$ cat src/rtl/prefetch_buffer.sv
// prefetch_buffer: fetches instruction words ahead of if_stage and buffers them with their addresses.
// Define PREFETCH_BYPASS_EN to forward a response straight to if_stage when the buffer is empty.
module prefetch_buffer #(
  parameter int FIFO_DEPTH = 4
) (
  input  logic        clk_i,
  input  logic        rst_ni,
  input  logic        fetch_enable_i,
  input  logic [31:0] boot_addr_i,
  input  logic        redirect_i,
  input  logic [31:0] redirect_addr_i,
  output logic        fetch_valid_o,
  input  logic        fetch_ready_i,
  output logic [31:0] fetch_rdata_o,
  output logic [31:0] fetch_addr_o,
  output logic        busy_o,
  output logic        instr_req_o,
  input  logic        instr_gnt_i,
  input  logic        instr_rvalid_i,
  output logic [31:0] instr_addr_o,
  input  logic [31:0] instr_rdata_i
);
  localparam int AW = $clog2(FIFO_DEPTH);
  localparam int CW = AW + 1;
  typedef enum logic {IDLE, RUN} state_t;
  state_t state;
  logic [31:0] data_q [FIFO_DEPTH];
  logic [31:0] addr_q [FIFO_DEPTH];
  logic [31:0] aq [FIFO_DEPTH];
  logic [AW-1:0] rd_ptr, wr_ptr, aq_rd, aq_wr;
  logic [CW-1:0] count, outstanding, discard, out_next;
  logic [31:0] fetch_ptr, shadow;
  logic shadow_v, pend, gnt, rv, drop, push, pop, redir, hold, byp;
  always_comb begin
    instr_req_o = (state == RUN) &&
                  (((CW+1)'(count) + (CW+1)'(outstanding) < (CW+1)'(FIFO_DEPTH)) || pend);
    instr_addr_o = fetch_ptr;
    busy_o = (outstanding != '0) || pend;
    gnt = instr_req_o && instr_gnt_i;
    rv = instr_rvalid_i && (outstanding != '0);
    drop = discard != '0;
    redir = redirect_i && (state == RUN);
    hold = instr_req_o && !instr_gnt_i;
    out_next = outstanding + CW'(gnt) - CW'(rv);
`ifdef PREFETCH_BYPASS_EN
    byp = rv && !drop && (count == '0);
    fetch_valid_o = (count != '0) || byp;
    fetch_rdata_o = (count != '0) ? data_q[rd_ptr] : byp ? instr_rdata_i : '0;
    fetch_addr_o = (count != '0) ? addr_q[rd_ptr] : byp ? aq[aq_rd] : '0;
`else
    byp = 1'b0;
    fetch_valid_o = count != '0;
    fetch_rdata_o = fetch_valid_o ? data_q[rd_ptr] : '0;
    fetch_addr_o = fetch_valid_o ? addr_q[rd_ptr] : '0;
`endif
    push = rv && !drop && !(byp && fetch_ready_i) && !redir;
    pop = (count != '0) && fetch_ready_i;
  end
  always_ff @(posedge clk_i or negedge rst_ni) begin
    if (!rst_ni) begin
      state <= IDLE;
      rd_ptr <= '0;
      wr_ptr <= '0;
      aq_rd <= '0;
      aq_wr <= '0;
      count <= '0;
      outstanding <= '0;
      discard <= '0;
      fetch_ptr <= '0;
      shadow <= '0;
      shadow_v <= 1'b0;
      pend <= 1'b0;
    end else if (state == IDLE) begin
      if (fetch_enable_i) begin
        state <= RUN;
        fetch_ptr <= boot_addr_i & ~32'h3;
      end
    end else begin
      pend <= hold;
      outstanding <= out_next;
      if (gnt) aq_wr <= aq_wr + AW'(1);
      if (rv) aq_rd <= aq_rd + AW'(1);
      if (redir) begin
        count <= '0;
        rd_ptr <= '0;
        wr_ptr <= '0;
        discard <= out_next + CW'(hold);
      end else begin
        count <= count + CW'(push) - CW'(pop);
        if (push) wr_ptr <= wr_ptr + AW'(1);
        if (pop) rd_ptr <= rd_ptr + AW'(1);
        if (rv && drop) discard <= discard - CW'(1);
      end
      // an ungranted request must keep its address, so the redirect waits in the shadow
      if (redir && !hold) begin
        fetch_ptr <= redirect_addr_i & ~32'h3;
        shadow_v <= 1'b0;
      end else if (gnt) begin
        fetch_ptr <= shadow_v ? shadow : fetch_ptr + 32'd4;
        shadow_v <= 1'b0;
      end
      if (redir && hold) begin
        shadow <= redirect_addr_i & ~32'h3;
        shadow_v <= 1'b1;
      end
    end
  end
  always_ff @(posedge clk_i) begin
    if (push) begin
      data_q[wr_ptr] <= instr_rdata_i;
      addr_q[wr_ptr] <= aq[aq_rd];
    end
    if (gnt) aq[aq_wr] <= fetch_ptr;
  end
endmodule

$ cat config.mk
export PLATFORM = sky130hd
export DESIGN_NAME = prefetch_buffer
export DESIGN_NICKNAME = d
export VERILOG_FILES = /design/src/rtl/prefetch_buffer.sv
export SDC_FILE = /design/constraint.sdc
export NUM_CORES = 1
export LEC_CHECK = 0
export ABC_CLOCK_PERIOD_IN_PS = 3200
export CORE_MARGIN = 3
export CORE_UTILIZATION = 42
export DETAILED_ROUTE_END_ITERATION = 8
export PLACE_DENSITY_LB_ADDON = 0.05
export SYNTH_ARGS = -nofsm -noshare
export SYNTH_HDL_FRONTEND = slang
export SYNTH_SLANG_ARGS = --single-unit
$ cat constraint.sdc
create_clock -name clk_i -period 3.2 [get_ports clk_i]
set_input_delay 0.32 -clock clk_i [delete_from_list [all_inputs] [get_ports clk_i]]
set_output_delay 0.32 -clock clk_i [all_outputs]
set_load 0.01 [all_outputs]
==> impl_results.md <==
* Outcome: complete, no violations
* Vias per inst at between 5 and 6
* Nets@finish at between 1,000 and 1,500
* Min Hold Slack at between 300 and 400 ps
* HPWL after detailed placement at 28.9 mm
* Port Buffers at between 150 and 200
* Full die area at around 47,000 um^2
* Filler cells at 3,595
* Residual DRC at 0
* Mean Syn Cell Area at approximately 17 um^2
* Worst reg2reg startpoint: count[2]
* Unique masters post-synth at 77
* Clk buf depth at 3
* Worst min path class: in -> async
* First-pass GRT wire length at around 70 mm
* Count leader, synth: edfxtp_1
* Drt first pass iters at 5
* Number of max-cap violations at 0
* Crit path launch type: flop
* Antenna Cells at 0
* Total GRT Usage at 19.2%
* Yosys warns at 0
* Primary FF master, synth: edfxtp_1
* Layout cells sized above 1 at 20.0%
* PwrDens at ~930 nW/um^2
* DR WL/cell at between 20 and 25 um
* Row count at between 70 and 80
* Synth Cell Area at 18,800 um^2
* Seq cells post-synth at around 450
* RSZ-0062 raised after global routing: no
* CP Data Arrival Time at ~2700 ps
* Number of global-route vias before repair at 11,000
* CP Max Fanout at between 60 and 70
* Area of the multi-input gates at 5400 um^2
* Critical path origin: count[0]
* Post-Route WL at 44.8 mm
* Sum of negative setup slack at 0 ps
* CTS sink count at 448
* Reg clk slew, reported paths at around 60 ps
* CTS Buf Count at between 40 and 50
* PnR worst setup slack at slightly below 200 ps
* Die Y at ~220 um
* Post-DRT Antenna Nets at 0
* Seq/Total Area, Yosys at between 60% and 70%
* Gate Count Post-Synth at ~1,100
* Clock latency on the worst-skew pair at between 500 and 600 ps
* DP Worst Slack at 112 ps
* Worst vdd ir at 544 uV
* Pleak at ~8.0 nW
* Via count at 10,600
* Synth area leader: edfxtp_1
* Period utilization at roughly 94%
* CTS tree: built
* Ranking of synthesized cells by area: edfxtp_1 (59%), mux4_2 (11%), dfrtp_1 (11%)
* Max Freq at around 330 MHz
* Core ar. at between 40,000 and 50,000 um^2
* DIE WIDTH at roughly 220 um
* CP Class: reg -> out
* Initial antenna violation count at 1
* Effective utilization at floorplan at between 40% and 50%
* DRT iter0 DRCs at ~690
* Top post-synthesis cells by count: edfxtp_1 (368), mux4_2 (92), dfrtp_1 (80)
* Root buf cell: clkbuf_16
* Ys async rst share at around 18%
* H-tree depth at 2
* Largest net degree at the start of global routing at 64
* Routability Congestion at 0.827
* I/O pin count at 202
* Number of synthesized flops with an enable pin at 368
* Area added between synthesis and finish at 23.6%
* Min Clock Period, post-route at between 3000 and 4000 ps
* Global route overflow at 0
* Reg area at approximately 13,000 um^2
* Critical Path Sink Type: output pin
* Slew HR at between 40% and 50%
* Crit path required time at around 2900 ps
* Actual slew at the worst max-slew pin at 875 ps
* Worst Reg2Reg Path Length in Cells at 13
* Yosys top cell area share at 58.7%
* Final setup fails at 0
* Fin. max-slew vios at 0
* Setup Skew at between 10 and 15 ps
* Final hold violations at 0
[metrics by stage]
stage	cells	power (mW)	utilization [%]	area [um^2]
4_1_cts	1973	22.0	53.3	23200
6_report	1973	21.7	53.3	23300
2_1_floorplan	1120	13.2	-	18800
3_5_place_dp	1883	16.7	49.8	21700
5_1_grt	1973	23.0	53.3	23300
3_3_place_gp	1883	16.6	49.8	21700
[state kept, by name (all words and copies together) (netlist names), 3 cells and up]
| signal | flops |
|---|---|
| instr_addr_o | 30 |
| addr_q | 120 |
| shadow | 30 |
| discard | 3 |
| aq | 120 |
| data_q | 128 |
| outstanding | 3 |
| count | 3 |
[worst paths after layout]
| path | slack (ps) | endpoint |
|---|---|---|
| worst min-delay path | 360 | shadow[19] |
| min in group clk_i | 390 | data_q[2][27] |
| max in group asynchronous | 2080 | instr_addr_o[13] |
| worst min register to register | 500 | shadow[5] |
| worst max-delay path | 200 | fetch_addr_o[12] |
| worst max register to register | 210 | discard[2] |
[cell families (layout without fill, tap and decap cells)]
family,after synthesis,after routing,synth area share (%)
and+or+nand+nor,264,264,7.65
muxes,126,126,13.0
DFF,448,448,69.4
other,1,4,0.0199
adders and majority gates,21,21,1.48
buffers and inverters,91,359,2.17
AOI/OAI and AO/OA,136,136,4.91
xor gates and xnor gates,30,30,1.40
[layout make-up]
cell class | count | share of cell area, %
clock inverters | 26 | 0.796
inverters | 27 | 0.436
well taps | 585 | 3.15
multi-input cells | 581 | 23.2
repair buffers | 245 | 10.7
clock buffers | 61 | 5.56
flip-flops and latches | 448 | 56.2
[power breakdown]
group / internal (mW) / switching, mW
Combinational: 3.78 / 3.89
Sequential: 7.89 / 0.935
Clock: 3.01 / 2.20
[layer usage]
| metal | part of all wire (%) | track usage [%] | vias up |
|---|---|---|---|
| met3 | 6.0 | 3.94 | 63 |
| met2 | 48 | 31.0 | 341 |
| met5 | 0 | 0 | - |
| met1 | 43 | 26.8 | 5364 |
| li1 | - | - | 4820 |
| met4 | 2.5 | 5.63 | 0 |
[worst max-delay path: stages (launching register included)]
cell             delay, ps
dfrtp_1                440
or3_2                  500
buf_4                  340
and2_1                 250
clkdlybuf4s50_1        530
[placed cells by master (no fill, tap or decap), types with 9 or more instances in the layout]
| cell type | count |
|---|---|
| inv_1 | 27 |
| dfrtp_1 | 77 |
| nand3_1 | 19 |
| mux4_2 | 92 |
| xor2_1 | 10 |
| a211oi_1 | 9 |
| mux2_2 | 32 |
| xnor2_1 | 20 |
| nor3_1 | 14 |
| clkinv_1 | 10 |
| a21oi_1 | 31 |
| nand2_1 | 69 |
| edfxtp_1 | 368 |
| clkbuf_1 | 11 |
| buf_12 | 13 |
| o21ai_0 | 37 |
| and3_1 | 16 |
| buf_4 | 39 |
| ha_1 | 18 |
| clkdlybuf4s50_1 | 192 |
| nor2_1 | 33 |
| and2_1 | 66 |
| clkbuf_16 | 50 |
| clkinv_2 | 11 |
[timing repair]
action,4_1_cts,5_1_grt
endpoints found under the hold margin,55,0
setup buffers,2,0
resized for setup,0,2
hold buffers,1,0
endpoints found under the setup margin,6,1
gates cloned,0,0
Power figures use the tool's default switching activity.
